**src/rtl/clyde_tk_sched.sv**
```systemverilog
// Clyde tweakey sequencer: drives phi_unit_dual and issues TK(s) = key XOR phi^s(T) on share 0.
// Latency: tk_req to tk_valid is 1 cycle; back-to-back requests give one tweakey per cycle.
// Backpressure: none; tk_req is accepted only in ARMED/RUN and ignored in IDLE and DONE.
module clyde_tk_sched #(
   parameter int d      = 2,
   parameter int NSTEPS = 6
) (
   input  logic               clk,
   input  logic               rst,
   input  logic               start,
   input  logic               inverse,
   input  logic [127:0]       tweak,
   input  logic [128*d-1:0]   key_sh,
   output logic               busy,
   output logic [127:0]       phi_in,
   output logic               phi_in_valid,
   output logic               phi_inverse,
   output logic               phi_enable,
   input  logic [127:0]       phi_out,
   input  logic               tk_req,
   output logic               tk_valid,
   output logic [128*d-1:0]   tk_sh,
   output logic               tk_last,
   output logic [2:0]         step_idx,
   output logic               done
);

   typedef enum logic [1:0] {IDLE, ARMED, RUN, DONE} state_t;

   localparam logic [2:0] LAST_STEP = 3'(NSTEPS);

   state_t     state;
   state_t     state_nxt;
   logic       inverse_r;
   logic [2:0] cnt;          // step that the next accepted request will issue
   logic       accept;
   logic       is_last;

   // The unmasked tweak only ever touches share 0; the other shares pass straight through.
   logic [128*d-1:0] tk_nxt;
   assign tk_nxt = key_sh ^ {{(128*(d-1)){1'b0}}, phi_out};

   assign is_last     = inverse_r ? (cnt == 3'd0) : (cnt == LAST_STEP);
   assign phi_in      = tweak;
   assign phi_inverse = inverse_r;

   // State register.
   always_ff @(posedge clk) begin
      if (rst) begin
         state <= IDLE;
      end else begin
         state <= state_nxt;
      end
   end

   // Next-state and control outputs; phi_enable fires in the same cycle a request is accepted.
   always_comb begin
      state_nxt    = state;
      busy         = 1'b0;
      phi_in_valid = 1'b0;
      phi_enable   = 1'b0;
      accept       = 1'b0;
      case (state)
         IDLE: begin
            if (start) begin
               state_nxt = ARMED;
            end
         end
         ARMED: begin
            // phi unit bypasses its register so phi_out is the raw tweak for the first tweakey.
            busy         = 1'b1;
            phi_in_valid = 1'b1;
            if (tk_req) begin
               accept     = 1'b1;
               phi_enable = 1'b1;
               state_nxt  = is_last ? DONE : RUN;
            end
         end
         RUN: begin
            busy = 1'b1;
            if (tk_req) begin
               accept     = 1'b1;
               phi_enable = 1'b1;
               state_nxt  = is_last ? DONE : RUN;
            end
         end
         DONE: begin
            state_nxt = IDLE;
         end
         default: begin
            state_nxt = IDLE;
         end
      endcase
   end

   // Direction/step bookkeeping and the registered tweakey output.
   always_ff @(posedge clk) begin
      if (rst) begin
         inverse_r <= 1'b0;
         cnt       <= 3'd0;
         step_idx  <= 3'd0;
         tk_sh     <= '0;
         tk_valid  <= 1'b0;
         tk_last   <= 1'b0;
         done      <= 1'b0;
      end else begin
         tk_valid <= accept;
         tk_last  <= accept && is_last;
         // DONE coincides with the final tk_valid, so done lands one cycle later.
         done     <= (state == DONE);
         if (state == IDLE && start) begin
            inverse_r <= inverse;
            cnt       <= inverse ? LAST_STEP : 3'd0;
            step_idx  <= inverse ? LAST_STEP : 3'd0;
         end else if (accept) begin
            tk_sh    <= tk_nxt;
            step_idx <= cnt;
            cnt      <= inverse_r ? (cnt - 3'd1) : (cnt + 3'd1);
         end
      end
   end

endmodule

```
**config.mk**
```make
export PLATFORM = sky130hd
export DESIGN_NAME = clyde_tk_sched
export DESIGN_NICKNAME = d
export VERILOG_FILES = /design/src/rtl/clyde_tk_sched.sv
export SDC_FILE = /design/constraint.sdc
export NUM_CORES = 1
export LEC_CHECK = 0
export ABC_CLOCK_PERIOD_IN_PS = 1900
export BUFFER_PORTS_ARGS = -buffer_cell sky130_fd_sc_hd__buf_2
export CAP_MARGIN = 15
export CORE_AREA = 2 2 355 357
export DETAILED_ROUTE_END_ITERATION = 8
export DIE_AREA = 0 0 357 359
export GPL_TIMING_DRIVEN = 1
export PLACE_DENSITY = 0.36
export SYNTH_ARGS = -nofsm -noshare
export SYNTH_HDL_FRONTEND = slang
export SYNTH_SLANG_ARGS = --single-unit
```
**constraint.sdc**
```tcl
create_clock -name clk -period 1.9 [get_ports clk]
set_input_delay 0.095 -clock clk [delete_from_list [all_inputs] [get_ports clk]]
set_output_delay 0.095 -clock clk [all_outputs]
set_load 0.005 [all_outputs]
```
# Word level (Yosys, flattened, before mapping)
# Cells that the tools add are included.
word_totals:
  register_bits: 268
  latchBits: 0
  mem_bits_rw: 0
  romBits: 0
  input_bits: 517
  n_memories: 0
classes:
  addsub: 2
  multipliers: 0
  n_div: 0
  n_lt_le_gt_ge: 0
  eq_ne: 6
  shifts: 0
  mux: 15
  bitwise_logic: 2
  n_reduce_logical: 8
op_table:
  columns: ["operator", "n"]
  rows:
  - ["bitwise XOR 256 x 128 -> 256 bit", 1]
  - ["two-way mux 3 bit", 6]
  - ["two-way mux 1 bit", 6]
  - ["case mux 2 bit (3 select lines)", 1]
  - ["== test 2 bit, second input constant", 2]
  - ["two-way mux 2 bit", 2]
  - ["AND reduction 2 bit", 2]
  - ["adder 3 x 1 -> 3 bit, second input constant", 1]
  - ["== test 3 bit, second input constant", 1]
  - ["logical NOT 3 bit", 1]
  - ["subtractor 3 x 1 -> 3 bit, second input constant", 1]
  - ["== test 2 x 1 -> 1 bit, second input constant", 1]
  - ["logical AND 1 bit", 2]
  - ["logical NOT 2 bit", 1]
  - ["inequality test 2 x 1 -> 1 bit, second input constant", 1]
  - ["inequality test 2 bit, second input constant", 1]
  - ["nonzero test 2 bit", 1]
  - ["OR reduction 2 bit", 1]
  - ["inverter 1 bit", 1]

# Longest topological paths before layout
depth:
  word_depth: 5
  mapped_depth: 10
  mapped_depth_nobuf: 6

# Worst setup path before layout
# Ideal clock, no wire load.
synth_path:
  kind: "register -> register"
  startpoint: "reg state[0]"
  endpoint: "reg tk_sh[80]"
  setup_time_ns: 0.134
  arrival_time_ns: 1.602
  path_slack_ns: 0.164
  path_stages_with_launch: 9
  path_buffers: 3
  path_cell_list: "dfxtp_1 -> inv_1 -> ha_1 -> nand2_2 -> buf_6 -> nor2_1 -> buf_2 -> buf_2 -> a211oi_1"
synth_between:
  elab_chain_cells: 4
  word_cells_on_any_way: 8
  classes_between: "2 x eq/ne; 1 x mux; 1 x bitwise; 4 x reduce/logical"
synth_rtl:
  columns: ["item", "line", "source"]
  rows:
  - ["from (decl)", "32", "state_t state;"]
  - ["from (signal assigned)", "52", "state <= state_nxt;"]
  - ["== test 2 bit (tied with other cells)", "63", "case (state)"]
  - ["OR reduction 2 bit (no source line) or logical AND 1 bit (tied branches)", null, null]
  - ["two-way mux 1 bit or inverter 1 bit (tied branches)", null, null]
  - ["AND reduction 2 bit (no source line) *", null, null]
  - ["to (signal assigned)", "116", "tk_sh <= tk_nxt;"]
  - ["to (decl)", "22", "output logic [128*d-1:0] tk_sh,"]
# Mark *: on every way between the ends. The rest lies on a longest branch, timed or not.
# A chain may end at the register's enable or synchronous reset.

# Final worst setup path
layout_path:
  startpoint: "reg state[1]"
  endpoint: "reg tk_sh[87]"
# Same word-level chain as after synthesis.

==> impl_metrics.json <==
{
  "r2r-start": "state[1]",
  "finalCritPeriodShare_pct": 92.5,
  "min_path_type": "in -> reg",
  "synth_top_family_by_area": "compound AO/OA/AOI/OAI gates",
  "numClockSinks": 268,
  "power.density_nw_per_um2": 947,
  "power_switching_mw": 6.87,
  "synth_nets": 1864,
  "avgViaCountPerCell": 3.43,
  "synth-compound-area-share_pct": 24.6,
  "pwr-share-comb_pct": 33.6,
  "grt_pass1_vias": 13500,
  "antenna_found_initial": 5,
  "cp.arrival_ns": 2.21,
  "slew_headroom_pct": 65.3,
  "wirelength_mm": 61.4,
  "start_util_pct": 9.59,
  "p_int_mw": 14.0,
  "hold_violations": 0,
  "crit_chain": "inv_1 -> ha_4 -> nand2_4 -> buf_4 -> nor2_4 -> buf_12 -> clkbuf_16 -> a211oi_1",
  "muxShareOfSynthArea_pct": 0.0838,
  "ys_seq_area_share_pct": 44.9,
  "die_height_um": 359,
  "power_frac_seq_pct": 32.9,
  "rsz0062_at_grt": "yes",
  "min_path_cells": 3,
  "die_x_um": 357,
  "synth-xor-area-share_pct": 9.53,
  "synth.cell_area_um2": 12000,
  "leakage_nw": 8.94,
  "min_from": "phi_out[83]",
  "crit_required_ns": 2.35,
  "rrSetupSlack_ns": 0.14,
  "path_clk_slew_ns": 0.06,
  "power_mw": 20.9,
  "drcViolationCount": 0,
  "syn_inst": 1343,
  "grt-ovfl-total": 0,
  "worst_pin_slew_ns": 0.516,
  "hpwl_mm": 44.0,
  "gp_congestion": 0.811,
  "ir_worst_vdd_uv": 595,
  "synth_edf_count": 0,
  "avgSynthCellArea_um2": 8.90,
  "min_period_ns": 1.76,
  "yosys.area_share.simple_pct": 6.60,
  "layout.nets": 2793,
  "post_drt_wl_per_cell_um": 15.6,
  "crit_type": "reg -> reg",
  "placementRows": 130,
  "firstDrtPassIters": 7,
  "cts_tree": "yes",
  "fmax_ghz": 0.569,
  "r2r_end": "tk_sh[87]",
  "ioPinCount": 911,
  "cap_violations": 0,
  "critPathCaptureType": "flip-flop",
  "setup_viol_count_final": 0,
  "root_buffer": "clkbuf_16",
  "min_to": "tk_sh[83]",
  "vias": 13500,
  "synth_seq_cells": 268,
  "io_buffer_count": 654,
  "design.die.area_um2": 128000,
  "rr_worst_depth": 8,
  "syn_to_final_growth_pct": 84.5,
  "critPathLaunchType": "flip-flop",
  "clock_skew_ns": 0.0126,
  "drv_slew": 0,
  "cts.path.max_buffers": 3,
  "clkLatencyLatePin_ns": 0.56,
  "ys_warn_count": 0,
  "fp.coreArea_um2": 125000,
  "status": "complete, no violations",
  "drive_above_1_share_pct": 36.1,
  "final_cells": 3946,
  "drtAntennaViolNets": 0,
  "netSwitchingFraction_pct": 32.9,
  "path_max_fanout": 19,
  "ys.flop_type": "dfxtp_1",
  "slowest_delay_ns": 0.34,
  "track_usage_pct": 8.91,
  "grt_pass1_wl_mm": 86.6,
  "crit_slowest_cell": "dfxtp_2",
  "synthAdderAreaFrac_pct": 0.482,
  "clkPwrFrac_pct": 33.5,
  "synthArstFlopShare_pct": 0,
  "drt-initial-drc-count": 708,
  "htree_num_levels": 2,
  "placed_cells": 3485,
  "ys_types": 34,
  "grt_max_degree": 85,
  "cts_inserted_buffers": 36
}
[final cells by class]
cell class / instances / area [um^2]
fillers: 14100 / 103000
repair buffers: 1148 / 8400
flip-flops and latches: 268 / 5370
multi-input cells: 812 / 5010
well taps: 1650 / 2060
clock buffers: 50 / 1030
clock inverters: 9 / 135
inverters: 6 / 30.0
diodes: 3 / 7.51
[state kept, by name, summed over array words and instances, names as in the netlist]
signal / cells
cnt: 3
done: 1
phi_inverse: 1
state: 2
step_idx: 3
tk_last: 1
tk_sh: 256
tk_valid: 1
[placed cells by master, fill, tap and decap left out, drive strengths merged]
cell         count
buf            756
dlygate4sd3    387
dfxtp          268
a21oi          260
xnor2          130
nand3          129
a211oi         129
o21ai          128
clkbuf          54
nand2            8
inv              8
nor3             4
diode            3
bufinv           3
clkinvlp         3
nor2             3
ha               3
a31oi            2
nor2b            2
nand2b           2
nor4             2
and2             1
o21bai           1
mux2i            1
o211ai           1
nor3b            1
nor4b            1
nor4bb           1
o21a             1
and4             1
fa               1
clkinv           1
bufbuf           1
[cells in the mapped netlist (2+ instances only)]
cell type  number  share of area (%)
o21ai_0       104                4.4
nor4_1          2               0.10
nand2_1         7               0.22
xnor2_1       130                9.5
a21oi_1       260                 11
clkbuf_1       72                2.3
nor2_1          3              0.094
nor3_1          4               0.17
nand2b_1        2               0.10
a31oi_1         2               0.10
buf_4         143                9.0
buf_6           9               0.85
dfxtp_1       268                 45
inv_1           5               0.16
o21ai_1        24                1.0
nand3_1       129                5.4
buf_2          31                1.3
a211oi_1      129                8.1
nor2b_1         2               0.10
ha_1            3               0.31
[what timing repair did]
action	4_1_cts	5_1_grt
cloned	1	4
endpoints found under the setup margin	1	59
endpoints found under the hold margin	266	0
pin swaps	1	2
gates resized for setup	2	17
hold buffers	387	0
setup buffers	5	3
[worst max path at each step]
| stage | start | endpoint | cells after the start |
|---|---|---|---|
| after floorplan | state[0] | tk_sh[80] | 8 |
| after global placement | state[1] | tk_sh[93] | 8 |
| after detailed placement | state[1] | tk_sh[97] | 8 |
| after CTS | state[1] | phi_enable | 6 |
| after global routing | state[1] | state[0] | 7 |
| final | state[1] | tk_sh[87] | 8 |
[worst max-delay path: cells and delay by family, from the launching register on]
kind / cells / cell delay (ns)
AO/OA/AOI/OAI: 1 / 0.08
adder cells (fa/ha/maj): 1 / 0.29
buffers and inverters: 4 / 0.69
flip-flops: 1 / 0.34
AND/OR/NAND/NOR: 2 / 0.19
[stage by stage]
stage                     instance area [um^2]  setup TNS [ns]  hold slack (ns)  worst slack, ns  utilization, %
after detailed placement                 16700               0            0.190           0.0823            13.4
after floorplan                          12000               0            0.243            0.164               -
after global placement                   16700               0            0.190           0.0899            13.4
final                                    22100               0           0.0246            0.142            17.7
after global routing                     22100       -0.000483           0.0192        -0.000483            17.7
after CTS                                21800               0         0.000925           0.0460            17.5
[routing by layer]
metal / GRT usage, % / up-vias / share of wire, %
met5: 0.226 / - / 0.057
met4: 3.25 / 2 / 3.0
met3: 4.02 / 87 / 10
met2: 13.5 / 625 / 44
met1: 11.0 / 6315 / 43
li1: - / 6499 / -
[power groups by stage]
| stage | clock network (mW) | logic, mW | registers, mW |
|---|---|---|---|
| floorplan | 0 | 2.95 | 7.03 |
| global placement | 0 | 5.99 | 6.98 |
| detailed placement | 0 | 5.97 | 6.99 |
| CTS | 7.40 | 6.94 | 6.88 |
| global route | 7.61 | 7.70 | 6.98 |
| finish | 7.00 | 7.02 | 6.87 |
[cells by family after synthesis]
| family | Yosys count |
|---|---|
| AO/OA/AOI/OAI | 522 |
| XOR/XNOR | 130 |
| buffers and inverters | 263 |
| flip-flops | 268 |
| AND/OR/NAND/NOR | 155 |
| adder cells (fa/ha/maj) | 4 |
| multiplexers | 1 |
(Power assumes the default switching activity.)
